<file path="config.mk">
export PLATFORM = sky130hd
export DESIGN_NAME = mult_share_arbiter
export DESIGN_NICKNAME = d
export VERILOG_FILES = /design/src/rtl/mult_share_arbiter_pkg.sv /design/src/rtl/mult_share_arbiter_rr_picker.sv /design/src/rtl/mult_share_arbiter.sv
export SDC_FILE = /design/constraint.sdc
export NUM_CORES = 1
export LEC_CHECK = 0
export BUFFER_PORTS_ARGS = -buffer_cell sky130_fd_sc_hd__buf_2
export CAP_MARGIN = 30
export CORE_AREA = 2 2 58 82
export CTS_CLUSTER_SIZE = 28
export DETAILED_ROUTE_END_ITERATION = 6
export DIE_AREA = 0 0 60 84
export PLACE_DENSITY = 0.86
export SKIP_LAST_GASP = 1
export SYNTH_ARGS = -nofsm -noshare
export SYNTH_HDL_FRONTEND = slang
export SYNTH_SLANG_ARGS = --single-unit
</file>
<file path="constraint.sdc">
create_clock -name clk -period 5.53 [get_ports clk]
set_clock_uncertainty 0.1 [all_clocks]
set_input_delay 0.8295 -clock clk [delete_from_list [all_inputs] [get_ports clk]]
set_output_delay 0.8295 -clock clk [all_outputs]
set_load 0.01 [all_outputs]
</file>
<file path="src/rtl/mult_share_arbiter_pkg.sv">
// Shared types and sizing helpers for the multiplier-sharing arbiter.
package mult_share_arbiter_pkg;

   typedef enum logic [2:0] {
      IDLE      = 3'd0,
      LAUNCH    = 3'd1,
      WAIT_ACK  = 3'd2,
      WAIT_DONE = 3'd3,
      RESPOND   = 3'd4
   } state_t;

   localparam int BIT_DEFAULT     = 5;
   localparam int NREQ_DEFAULT    = 4;
   localparam int TIMEOUT_DEFAULT = 64;

   // Round-robin pointer width; a single requester still needs one bit.
   function automatic int ptr_width(input int nreq);
      return (nreq > 1) ? $clog2(nreq) : 1;
   endfunction

   function automatic int wd_width(input int timeout);
      return $clog2(timeout + 1);
   endfunction

endpackage

</file>
<file path="src/rtl/mult_share_arbiter_rr_picker.sv">
// Combinational round-robin picker: rotate requests by ptr, take the lowest
// set bit, rotate the winning position back into client numbering.
module mult_share_arbiter_rr_picker
   import mult_share_arbiter_pkg::*;
#(
   parameter int NREQ  = NREQ_DEFAULT,
   parameter int PTR_W = ptr_width(NREQ_DEFAULT)
) (
   input  logic [NREQ-1:0]  req,
   input  logic [PTR_W-1:0] ptr,
   output logic [NREQ-1:0]  grant,
   output logic [PTR_W-1:0] idx,
   output logic             any
);

   logic [2*NREQ-1:0] req_shifted;
   logic [NREQ-1:0]   req_rot;
   logic [PTR_W-1:0]  rot_pos;
   logic [PTR_W:0]    idx_sum;

   assign req_shifted = {req, req} >> ptr;
   assign req_rot     = req_shifted[NREQ-1:0];
   assign any         = |req;

   always_comb begin
      rot_pos = '0;
      // Scan downward so the lowest set bit (highest priority) wins.
      for (int i = NREQ - 1; i >= 0; i--) begin
         if (req_rot[i]) begin
            rot_pos = PTR_W'(i);
         end
      end
   end

   always_comb begin
      idx_sum = {1'b0, rot_pos} + {1'b0, ptr};
      if (idx_sum >= (PTR_W + 1)'(NREQ)) begin
         idx_sum = idx_sum - (PTR_W + 1)'(NREQ);
      end
   end

   assign idx = idx_sum[PTR_W-1:0];

   generate
      for (genvar gi = 0; gi < NREQ; gi++) begin : g_grant
         assign grant[gi] = any && (idx == PTR_W'(gi));
      end
   endgenerate

endmodule

</file>
<file path="src/rtl/mult_share_arbiter.sv">
// Shares one start/ready sequential multiplier among NREQ clients with
// round-robin arbitration, operand latching and a hung-multiplier watchdog.
module mult_share_arbiter
   import mult_share_arbiter_pkg::*;
#(
   parameter int BIT     = BIT_DEFAULT,
   parameter int NREQ    = NREQ_DEFAULT,
   parameter int TIMEOUT = TIMEOUT_DEFAULT
) (
   input  logic                clk,
   input  logic                reset,
   input  logic [NREQ-1:0]     req,
   input  logic [NREQ*BIT-1:0] op_b,
   input  logic [NREQ*BIT-1:0] op_q,
   output logic [NREQ-1:0]     gnt,
   output logic [NREQ-1:0]     rsp_valid,
   output logic [2*BIT-1:0]    rsp_product,
   output logic                busy,
   output logic                err,
   output logic                mul_start,
   output logic [BIT-1:0]      mul_b,
   output logic [BIT-1:0]      mul_q,
   input  logic                mul_ready,
   input  logic [2*BIT-1:0]    mul_product
);

   localparam int PTR_W = ptr_width(NREQ);
   localparam int WD_W  = wd_width(TIMEOUT);

   state_t            state_reg;
   logic [PTR_W-1:0]  ptr_reg;
   logic [PTR_W-1:0]  idx_reg;
   logic [NREQ-1:0]   gnt_reg;
   logic [NREQ-1:0]   rsp_valid_reg;
   logic [2*BIT-1:0]  rsp_product_reg;
   logic              err_reg;
   logic              mul_start_reg;
   logic [BIT-1:0]    mul_b_reg;
   logic [BIT-1:0]    mul_q_reg;
   logic [WD_W-1:0]   wd_reg;

   logic [NREQ-1:0]   pick_grant;
   logic [PTR_W-1:0]  pick_idx;
   logic              pick_any;
   logic [BIT-1:0]    op_b_arr [NREQ];
   logic [BIT-1:0]    op_q_arr [NREQ];
   logic              wd_expired;
   logic [PTR_W-1:0]  next_ptr;

   generate
      for (genvar gi = 0; gi < NREQ; gi++) begin : g_slice
         assign op_b_arr[gi] = op_b[gi*BIT +: BIT];
         assign op_q_arr[gi] = op_q[gi*BIT +: BIT];
      end
   endgenerate

   mult_share_arbiter_rr_picker #(
      .NREQ  (NREQ),
      .PTR_W (PTR_W)
   ) u_picker (
      .req   (req),
      .ptr   (ptr_reg),
      .grant (pick_grant),
      .idx   (pick_idx),
      .any   (pick_any)
   );

   assign wd_expired = (wd_reg == WD_W'(TIMEOUT - 1));
   assign next_ptr   = (idx_reg == PTR_W'(NREQ - 1)) ? '0 : idx_reg + 1'b1;

   always_ff @(posedge clk) begin
      if (reset) begin
         state_reg       <= IDLE;
         ptr_reg         <= '0;
         idx_reg         <= '0;
         gnt_reg         <= '0;
         rsp_valid_reg   <= '0;
         rsp_product_reg <= '0;
         err_reg         <= 1'b0;
         mul_start_reg   <= 1'b0;
         mul_b_reg       <= '0;
         mul_q_reg       <= '0;
         wd_reg          <= '0;
      end else begin
         // Pulses and the watchdog clear unless a state explicitly holds them.
         mul_start_reg <= 1'b0;
         rsp_valid_reg <= '0;
         wd_reg        <= '0;
         case (state_reg)
            IDLE: begin
               if (pick_any && mul_ready) begin
                  gnt_reg   <= pick_grant;
                  idx_reg   <= pick_idx;
                  mul_b_reg <= op_b_arr[pick_idx];
                  mul_q_reg <= op_q_arr[pick_idx];
                  state_reg <= LAUNCH;
               end
            end
            LAUNCH: begin
               mul_start_reg <= 1'b1;
               state_reg     <= WAIT_ACK;
            end
            WAIT_ACK: begin
               if (!mul_ready) begin
                  state_reg <= WAIT_DONE;
               end else if (wd_expired) begin
                  err_reg         <= 1'b1;
                  rsp_product_reg <= '0;
                  rsp_valid_reg   <= gnt_reg;
                  state_reg       <= RESPOND;
               end else begin
                  wd_reg <= wd_reg + 1'b1;
               end
            end
            WAIT_DONE: begin
               if (mul_ready) begin
                  rsp_product_reg <= mul_product;
                  rsp_valid_reg   <= gnt_reg;
                  state_reg       <= RESPOND;
               end else if (wd_expired) begin
                  err_reg         <= 1'b1;
                  rsp_product_reg <= '0;
                  rsp_valid_reg   <= gnt_reg;
                  state_reg       <= RESPOND;
               end else begin
                  wd_reg <= wd_reg + 1'b1;
               end
            end
            RESPOND: begin
               gnt_reg   <= '0;
               ptr_reg   <= next_ptr;
               state_reg <= IDLE;
            end
            default: begin
               gnt_reg   <= '0;
               state_reg <= IDLE;
            end
         endcase
      end
   end

   assign gnt         = gnt_reg;
   assign rsp_valid   = rsp_valid_reg;
   assign rsp_product = rsp_product_reg;
   assign busy        = (state_reg != IDLE);
   assign err         = err_reg;
   assign mul_start   = mul_start_reg;
   assign mul_b       = mul_b_reg;
   assign mul_q       = mul_q_reg;

endmodule
</file>
==> key figures <==
Logic synthesis
  • FF+latch count, synth: 44
  • Yosys cell types: 45
  • YS warnings: 0
  • Sequential share of the synthesized area: 0.404
  • Mapped Cells: 222
  • Post-synth EDFFs: 0
  • Asr flop ratio synth: 0
  • Most used DFF post-synth: dfxtp_1
  • Synthesized Nets: 282
  • Mean Syn Cell Area: 9.83 um^2
  • Mapped Area: 0.00218 mm^2

Timing
  • Setup ws final: 2380 ps
  • Slew Limit Headroom: 0.293
  • Fmax: 0.317 GHz
  • Least-Margin Pin Slew: 1060 ps
  • Crit path time final: 3150 ps
  • Hold Fails Final Rpt: 0
  • Max Slew Vio Count: 0
  • Final setup fails: 0
  • Period utilisation layout: 0.570
  • Min Hold Slack: 350 ps
  • RSZ-0062 raised after global routing: no
  • Setup TNS: 0 ps

Global route
  • Total Routing Usage GR: 0.205
  • Vias in the first global route: 1934
  • First-pass GRT wire length: 8110 um
  • Largest net degree at the start of global routing: 21
  • Antenna violations before repair: 0
  • Total congestion overflow: 0

Place
  • Cell area after placement: 0.00262 mm^2
  • Dpl ws: 2120 ps
  • Dpl cells: 353
  • Final Wtd Congestion: 0.750
  • Hpwl dp: 3800 um
  • Number of buffers added on ports: 87

Routing
  • DRC viols: 0
  • WL/cell: 13.7 um
  • Vias: 2073
  • Drt pass-1 iters: 5
  • DRT iter0 DRCs: 53
  • Vias/cell: 5.76
  • Detailed Route WL: 4940 um
  • Routed Antenna Nets: 0

Floorplanning
  • Area of the core: 0.00439 mm^2
  • Initial Util: 0.497
  • Die area: 0.00504 mm^2
  • Die outline height: 84 um
  • Rows: 29
  • Ports: 88
  • Die W: 60 um

Clocking
  • Clock slew seen by the registers of the worst setup and hold paths: 80 ps
  • CTS Buf Count: 5
  • # clock sinks: 44
  • CTS resizes: 0
  • Number of post-CTS setup repair buffers: 0
  • CTS tree: done
  • Skew-Pair Late Insertion Delay: 290 ps
  • Hold bufs inserted after CTS: 0
  • Clk buf depth: 2
  • Clock root buffer master: clkbuf_8
  • Htree depth: 2

Job
  • Max Cap Viol: 0

Pwr
  • Comb pwr share: 0.184
  • Sequential power share: 0.452
  • Sw Ratio: 0.247
  • Clock Power Share: 0.365
  • Leakage: 1.27 nW
  • Peak supply drop: 198 uV
  • Pwr Density: 280 mW/mm^2
  • Power Internal: 0.580 mW
  • Design Power: 0.770 mW
  • P_sw: 0.190 mW

Setup path
  • Setup crit end kind: flop
  • Type of origin of the critical path: input port
  • CP Class: input port to flop
  • CP peak stage delay: 640 ps
  • Critical path, cell by cell: buf_2, inv_1, nor3_1, a311oi_1, o211ai_1, ha_1, xnor2_1, nand2b_1, o221ai_1, a22o_1
  • Required time of the critical path: 5620 ps
  • Slowest cell on crit path: nand2b_1
  • Worst EP arrival: 3240 ps
  • Reg2Reg Setup Slack: 2550 ps
  • Crit-path leading delay family: compound AO/OA/AOI/OAI gates
  • Max Fanout on Critical Path: 20
  • Buf/Inv on CP: 2

Layout
  • Finished Cell Area: 0.00275 mm^2
  • Commonest non-fill, non-tap cells in the layout: buf_2, dfxtp_1, nor2_1, mux2i_1, a22o_1
  • ANT cells: 0
  • Layout Nets: 358
  • Largest register FFs: 10
  • Share of cells above drive strength 1: 0.342
  • Fin cells: 360
  • P&R area growth vs syn: 26.0%
  • Final core utilization: 0.626
  • Most common cell after layout, fill and taps aside: buf_2

Run status
  • Outcome: completed

Worst hold path
  • HP Class: flop to flop
power groups by stage:
stage / combinational, mW / clock (mW) / sequential, mW
after floorplan: 0.0866 / 0 / 0.357
after global placement: 0.133 / 0 / 0.355
after detailed placement: 0.141 / 0 / 0.355
after CTS: 0.142 / 0.286 / 0.348
after global routing: 0.156 / 0.299 / 0.350
final: 0.141 / 0.281 / 0.348
logic make-up (layout without fill, tap and decap cells):
| family | count (synthesis) | count (layout) | share of synthesized area |
|---|---|---|---|
| AO/OA/AOI/OAI | 61 | 61 | 0.245 |
| buffers and inverters | 22 | 98 | 0.0522 |
| flip-flops | 44 | 44 | 0.404 |
| XOR/XNOR | 8 | 8 | 0.0321 |
| adder cells (fa/ha/maj) | 4 | 4 | 0.0218 |
| multiplexers | 22 | 22 | 0.101 |
| AND/OR/NAND/NOR | 61 | 61 | 0.143 |
metal layers:
| metal | GRT usage | part of all wire | vias to the layer above |
|---|---|---|---|
| met4 | 0.0788 | 0.024 | 0 |
| met2 | 0.364 | 0.50 | 93 |
| met3 | 0.0496 | 0.069 | 13 |
| met5 | 0 | 0 | - |
| met1 | 0.223 | 0.40 | 966 |
| li1 | - | - | 1001 |
synth_stat cells (all sizes together) (2+ instances only):
master	instances	area (um^2)
dfxtp	44	881
nor2	23	88.8
mux2i	21	210
a22o	20	175
o221ai	20	181
buf	12	75.1
and3	7	43.8
clkbuf	7	27.5
nand2	7	26.3
a21oi	5	28.8
a32o	5	50.1
nor3	5	30.0
nand2b	4	25.0
nand3	4	20.0
xnor2	4	35.0
xor2	4	35.0
ha	3	37.5
inv	3	11.3
and2	2	12.5
nor4	2	12.5
o211ai	2	15.0
o32ai	2	17.5
or3	2	17.5
worst reg2reg max path, cell delays in order, from the launching register on:
cell      delay, ps
dfxtp_1         530
nor3_1          120
a311oi_1        270
o211ai_1        120
ha_1            210
xnor2_1         380
nand2b_1        640
o221ai_1        260
a22o_1          250
final timing paths:
path | from | end | cells after the start
hold reg to reg | wd_reg[0]$_SDFF_PP0_ | wd_reg[0]$_SDFF_PP0_ | 1
hold / removal | wd_reg[0]$_SDFF_PP0_ | wd_reg[0]$_SDFF_PP0_ | 1
setup reg to reg | ptr_reg[0]$_SDFFE_PP0N_ | mul_q[2]$_SDFFE_PP0P_ | 8
setup / recovery | req[1] | mul_q[2]$_SDFFE_PP0P_ | 10
area by class of cell:
| type | instances | area, um^2 |
|---|---|---|
| clock buffers | 5 | 68.8 |
| clock inverters | 2 | 60.1 |
| fillers | 396 | 1640 |
| inverters | 3 | 11.3 |
| multi-input cells | 156 | 1190 |
| flip-flops and latches | 44 | 881 |
| well taps | 62 | 77.6 |
| repair buffers | 88 | 463 |
(Power assumes the default switching activity.)
